===== src/rtl/state_flag_pkg.sv =====
// Shared state codes, default flag values and counter-width helper for state_flag_fsm.
package state_flag_pkg;

    localparam int ST_IDLE = 0;
    localparam int ST_RUN  = 1;
    localparam int ST_DONE = 3;

    localparam int FLAG_IDLE_DFLT    = 2;
    localparam int FLAG_RUN_DFLT     = 2;
    localparam int FLAG_DONE_DFLT    = 0;
    localparam int FLAG_DEFAULT_DFLT = 0;

    // Run counter never narrower than one bit, even for a single-cycle run.
    function automatic int cnt_width(input int n);
        return ($clog2(n) < 1) ? 1 : $clog2(n);
    endfunction

endpackage


===== src/rtl/run_cnt.sv =====
// Pausable run-length counter; tc flags the last unpaused cycle of a run.
module run_cnt
    import state_flag_pkg::*;
#(
    parameter int RUN_CYCLES = 4
) (
    input  logic clk,
    input  logic rst_n,
    input  logic clr,
    input  logic en,
    output logic tc
);

    localparam int CNT_W = cnt_width(RUN_CYCLES);
    localparam logic [CNT_W-1:0] TC_VAL = CNT_W'(RUN_CYCLES - 1);

    logic [CNT_W-1:0] cnt_q;
    logic [CNT_W-1:0] cnt_d;

    always_comb begin
        tc = (cnt_q == TC_VAL);
    end

    // Wrap to zero on terminal count so the next run starts clean.
    always_comb begin
        cnt_d = cnt_q;
        if (clr) begin
            cnt_d = '0;
        end else if (en) begin
            cnt_d = tc ? '0 : cnt_q + CNT_W'(1);
        end
    end

    always_ff @(posedge clk) begin
        if (!rst_n) begin
            cnt_q <= '0;
        end else begin
            cnt_q <= cnt_d;
        end
    end

endmodule


===== src/rtl/state_flag_fsm.sv =====
// IDLE/RUN/DONE controller with Moore flag decode and undefined-state recovery.
// Define ILLEGAL_STATE_DETECT_EN to add the sticky err output.
module state_flag_fsm
    import state_flag_pkg::*;
#(
    parameter int STATE_W      = 2,
    parameter int FLAG_W       = 2,
    parameter int RUN_CYCLES   = 4,
    parameter int FLAG_IDLE    = FLAG_IDLE_DFLT,
    parameter int FLAG_RUN     = FLAG_RUN_DFLT,
    parameter int FLAG_DONE    = FLAG_DONE_DFLT,
    parameter int FLAG_DEFAULT = FLAG_DEFAULT_DFLT
) (
    input  logic               clk,
    input  logic               rst_n,
    input  logic               start,
    input  logic               pause,
    input  logic               ack,
    output logic [STATE_W-1:0] curr_state,
    output logic [FLAG_W-1:0]  flag,
    output logic               busy,
    output logic               done
`ifdef ILLEGAL_STATE_DETECT_EN
    ,
    output logic               err
`endif
);

    localparam logic [STATE_W-1:0] S_IDLE = STATE_W'(ST_IDLE);
    localparam logic [STATE_W-1:0] S_RUN  = STATE_W'(ST_RUN);
    localparam logic [STATE_W-1:0] S_DONE = STATE_W'(ST_DONE);

    localparam logic [FLAG_W-1:0] F_IDLE = FLAG_W'(FLAG_IDLE);
    localparam logic [FLAG_W-1:0] F_RUN  = FLAG_W'(FLAG_RUN);
    localparam logic [FLAG_W-1:0] F_DONE = FLAG_W'(FLAG_DONE);
    localparam logic [FLAG_W-1:0] F_DFLT = FLAG_W'(FLAG_DEFAULT);

    logic [STATE_W-1:0] state_q;
    logic [STATE_W-1:0] state_d;
    logic               cnt_clr;
    logic               cnt_en;
    logic               cnt_tc;

    // Counter is held at zero outside RUN so every run begins from a clean count.
    always_comb begin
        cnt_clr = (state_q != S_RUN);
        cnt_en  = (state_q == S_RUN) && !pause;
    end

    run_cnt #(
        .RUN_CYCLES(RUN_CYCLES)
    ) u_run_cnt (
        .clk  (clk),
        .rst_n(rst_n),
        .clr  (cnt_clr),
        .en   (cnt_en),
        .tc   (cnt_tc)
    );

    always_ff @(posedge clk) begin
        if (!rst_n) begin
            state_q <= S_IDLE;
        end else begin
            state_q <= state_d;
        end
    end

    always_comb begin
        state_d = state_q;
        case (state_q)
            S_IDLE: if (start) state_d = S_RUN;
            S_RUN:  if (!pause && cnt_tc) state_d = S_DONE;
            S_DONE: if (ack) state_d = start ? S_RUN : S_IDLE;
            default: state_d = S_IDLE;
        endcase
    end

    always_comb begin
        curr_state = state_q;
        flag       = F_DFLT;
        busy       = 1'b0;
        done       = 1'b0;
        case (state_q)
            S_IDLE: flag = F_IDLE;
            S_RUN: begin
                flag = F_RUN;
                busy = 1'b1;
            end
            S_DONE: begin
                flag = F_DONE;
                done = 1'b1;
            end
            default: flag = F_DFLT;
        endcase
    end

`ifdef ILLEGAL_STATE_DETECT_EN
    logic err_q;
    logic err_d;

    // Sticky: once an undefined code is seen, only reset clears the indication.
    always_comb begin
        err_d = err_q;
        if ((state_q != S_IDLE) && (state_q != S_RUN) && (state_q != S_DONE)) begin
            err_d = 1'b1;
        end
    end

    always_ff @(posedge clk) begin
        if (!rst_n) begin
            err_q <= 1'b0;
        end else begin
            err_q <= err_d;
        end
    end

    assign err = err_q;
`endif

endmodule


===== config.mk =====
export PLATFORM = sky130hd
export DESIGN_NAME = state_flag_fsm
export DESIGN_NICKNAME = d
export VERILOG_FILES = /design/src/rtl/state_flag_pkg.sv /design/src/rtl/run_cnt.sv /design/src/rtl/state_flag_fsm.sv
export SDC_FILE = /design/constraint.sdc
export NUM_CORES = 1
export LEC_CHECK = 0
export ABC_AREA = 1
export CORE_AREA = 2 2 39 41
export DETAILED_ROUTE_END_ITERATION = 8
export DIE_AREA = 0 0 41 43
export PLACE_DENSITY = 0.52
export RECOVER_POWER = 50
export SETUP_SLACK_MARGIN = 0.15
export SLEW_MARGIN = 10
export SYNTH_ARGS = -nofsm -noshare
export SYNTH_HDL_FRONTEND = slang
export SYNTH_SLANG_ARGS = --single-unit
export TNS_END_PERCENT = 30

===== constraint.sdc =====
create_clock -name clk -period 1 [get_ports clk]
set_clock_uncertainty 0.1 [all_clocks]
set_input_delay 0.2 -clock clk [delete_from_list [all_inputs] [get_ports clk]]
set_output_delay 0.2 -clock clk [all_outputs]
set_load 0.02 [all_outputs]

==> key figures, run 1 <==
Run status
  – Outcome: finished, violations left
  – Violated checks: negative setup slack

Synth
  – Synth Cell Area: 229 µm²
  – Largest family of logic cells by synthesized area: simple AND/OR/NAND/NOR gates
  – Mux share of post-synthesis cell area: 0
  – Synth Instances: 35
  – Avg Cell Area, Syn: 6.54 µm²
  – Synthesized flop and latch total: 4
  – Mapped Nets: 41
  – Simple logic cell fraction of the synthesized area: 0.339
  – Register area share after synthesis: 0.350
  – Post-synth cell types: 13
  – Yosys warnings: 0
  – XOR/XNOR Fraction of Synth Area: 0
  – Synth Area in Adders: 0.0546
  – Synth Area in Compound Gates: 0.0765

Critical path
  – R2r setup slk: -30 ps
  – CP max stage cell: dfxtp_4
  – Critical Path Fanout Max: 3
  – Critical Path Start Type: flip-flop
  – Max incr delay on CP: 350 ps
  – Worst r2r src: curr_state[0]
  – WP data arrival: 850 ps
  – Critical Path End Type: primary output
  – Worst setup path start: curr_state[0]
  – Setup CP Type: flip-flop to primary output
  – Cell breakdown of the critical path: buf_4, buf_6
  – WP data required: 700 ps
  – R2R cell count: 6

Clock tree
  – Clock slew at reported path FFs: 40 ps
  – CTS Buffer Depth: 2
  – Cts bufs inserted: 3
  – Hold_buf cts: 0
  – CTS tree: yes
  – H-tree levels: 1
  – Clk_lat worst skew: 240 ps
  – Clock Sinks: 4
  – Root buf cell: clkbuf_4

Min path
  – Hold Path Depth: 4
  – Worst min path class: flip-flop to flip-flop
  – Hold_sp: u_run_cnt.cnt_q[1]

Floorplan
  – Core ar.: 1380 µm²
  – Initial Util: 0.165
  – Die area: 1760 µm²
  – Die Width: 41 µm
  – Die Span Y: 43 µm
  – Num rows: 14
  – IO Count: 11

Placement
  – DP Wirelength: 354 µm
  – Placer Congestion: 0.669
  – Placement Cell Area: 354 µm²
  – DP Worst Slack: -435 ps
  – Port Buffers: 9

Final layout
  – Layout cell share with drive strength beyond 1: 0.400
  – Commonest non-fill, non-tap cell in the layout: nand2_1
  – Commonest cells after routing, fill and taps aside: nand2_1 (7), inv_1 (6), nor2_1 (5)
  – Ant. Diodes: 0
  – Synth-to-layout area growth: 74.3%
  – Final #Nets: 57
  – Post-route cell area: 399 µm²

Global routing
  – First-pass GRT wire length: 772 µm
  – Vias in the first global route: 212
  – Gr usage total: 0.0703
  – Initial antenna violation count: 0
  – Pin count of the biggest net entering global routing: 6
  – Congestion Overflow GR: 0

Detailed routing
  – First DRT Iteration DRCs: 5
  – Via count: 238
  – First-pass DRT Iterations: 3
  – Routed WL: 496 µm
  – WL/cell: 7.52 µm
  – Drt drc: 0
  – DR vias/cell: 3.61
  – Detail Route Antenna Nets: 0

Timing
  – Fin. max-slew vios: 0
  – Final setup fails: 7
  – FMAX: 0.873 GHz
  – Final Hold Viols: 0
  – Worst setup margin: -146 ps
  – RSZ-0062 raised after global routing: yes
  – Post-route clock period utilization: 1.15
  – Min cycle time layout: 1150 ps

Power
  – Pwr Density: 1190 nW/µm²
  – Leak Pwr: 0.204 nW
  – Peak supply drop: 0.000761 V

Flow run
  – Max cap viols: 0
-- state kept, by name, indices dropped and copies added, names as in the netlist --
register and cells:
u_run_cnt.cnt_q 2, curr_state 2
-- per-layer routing --
layer	vias to the layer above	wire, µm	global-route usage	share of wire
met5	-	0	0	0
met4	0	0	0.0400	0
met3	0	63	0.0628	0.13
met2	12	227	0.0844	0.46
met1	95	206	0.0804	0.42
li1	131	-	-	-
-- power breakdown --
part	total [mW]	leakage [nW]	internal, mW	switching [mW]
clock network	0.223	0.0150	0.150	0.0725
registers	0.167	0.0340	0.162	0.00487
logic	0.0834	0.155	0.0443	0.0391
total	0.473	0.204	0.357	0.117
-- area by class of cell --
class                           instances  area (µm²)
Clock buffer                            4        26.3
Tap cell                               16        20.0
Fill cell                             154         985
Multi-Input combinational cell         22         120
Sequential cell                         4        87.6
Inverter                                8        32.5
Timing Repair Buffer                   12         113
-- critical path: cells and delay by family (launching register included) --
| kind | cells | cell delay [ps] |
|---|---|---|
| buffers and inverters | 2 | 250 |
| DFF | 1 | 350 |
-- repair_timing --
action / CTS / global route
pin swaps: 3 / 1
setup buffers: 1 / 0
setup endpoints to repair: 9 / 9
gates resized for setup: 28 / 5
-- synthesized netlist by cell type, drive strengths merged --
| master | count | area share |
|---|---|---|
| ha | 1 | 0.055 |
| conb | 1 | 0.016 |
| nand3 | 1 | 0.022 |
| a21oi | 2 | 0.044 |
| buf | 1 | 0.033 |
| dfxtp | 4 | 0.35 |
| nand2 | 9 | 0.16 |
| or2 | 1 | 0.027 |
| nor2 | 6 | 0.13 |
| inv | 8 | 0.13 |
| o211ai | 1 | 0.033 |
-- kinds of logic (layout without fill, tap and decap cells) --
logic type,Yosys count,after routing
simple gates,17,17
buf+inv,9,24
flops,4,4
compound gates,3,3
fa+ha+maj,1,1
other cells,1,1
-- final timing paths --
| kind | to |
|---|---|
| worst max-delay path | curr_state[0] |
| worst min-delay path | u_run_cnt.cnt_q[1] |
| worst max register to register | u_run_cnt.cnt_q[0] |
| worst min register to register | u_run_cnt.cnt_q[1] |
-- stage by stage --
| stage | cells | setup TNS, ps | power [mW] | hold WS, ps | utilization |
|---|---|---|---|---|---|
| 2_1_floorplan | 35 | -80.4 | 0.212 | 222 | - |
| 3_3_place_gp | 61 | -2380 | 0.247 | 426 | 0.256 |
| 3_5_place_dp | 61 | -2410 | 0.247 | 425 | 0.256 |
| 4_1_cts | 66 | -721 | 0.478 | 434 | 0.278 |
| 5_1_grt | 66 | -1050 | 0.510 | 475 | 0.288 |
| 6_report | 66 | -647 | 0.473 | 424 | 0.288 |
No activity file was read; power rests on OpenSTA's default activity.
==> run 2: changes to the inputs <==
--- a/config.mk
+++ b/config.mk
@@ -11,7 +11,7 @@
 export DIE_AREA = 0 0 41 43
 export PLACE_DENSITY = 0.52
 export RECOVER_POWER = 50
-export SETUP_SLACK_MARGIN = 0.15
+export SETUP_SLACK_MARGIN = 0.3
 export SLEW_MARGIN = 10
 export SYNTH_ARGS = -nofsm -noshare
 export SYNTH_HDL_FRONTEND = slang
==> results of run 2 <==
Same layout as run 1: the final DEF is identical, and so are final timing and power.
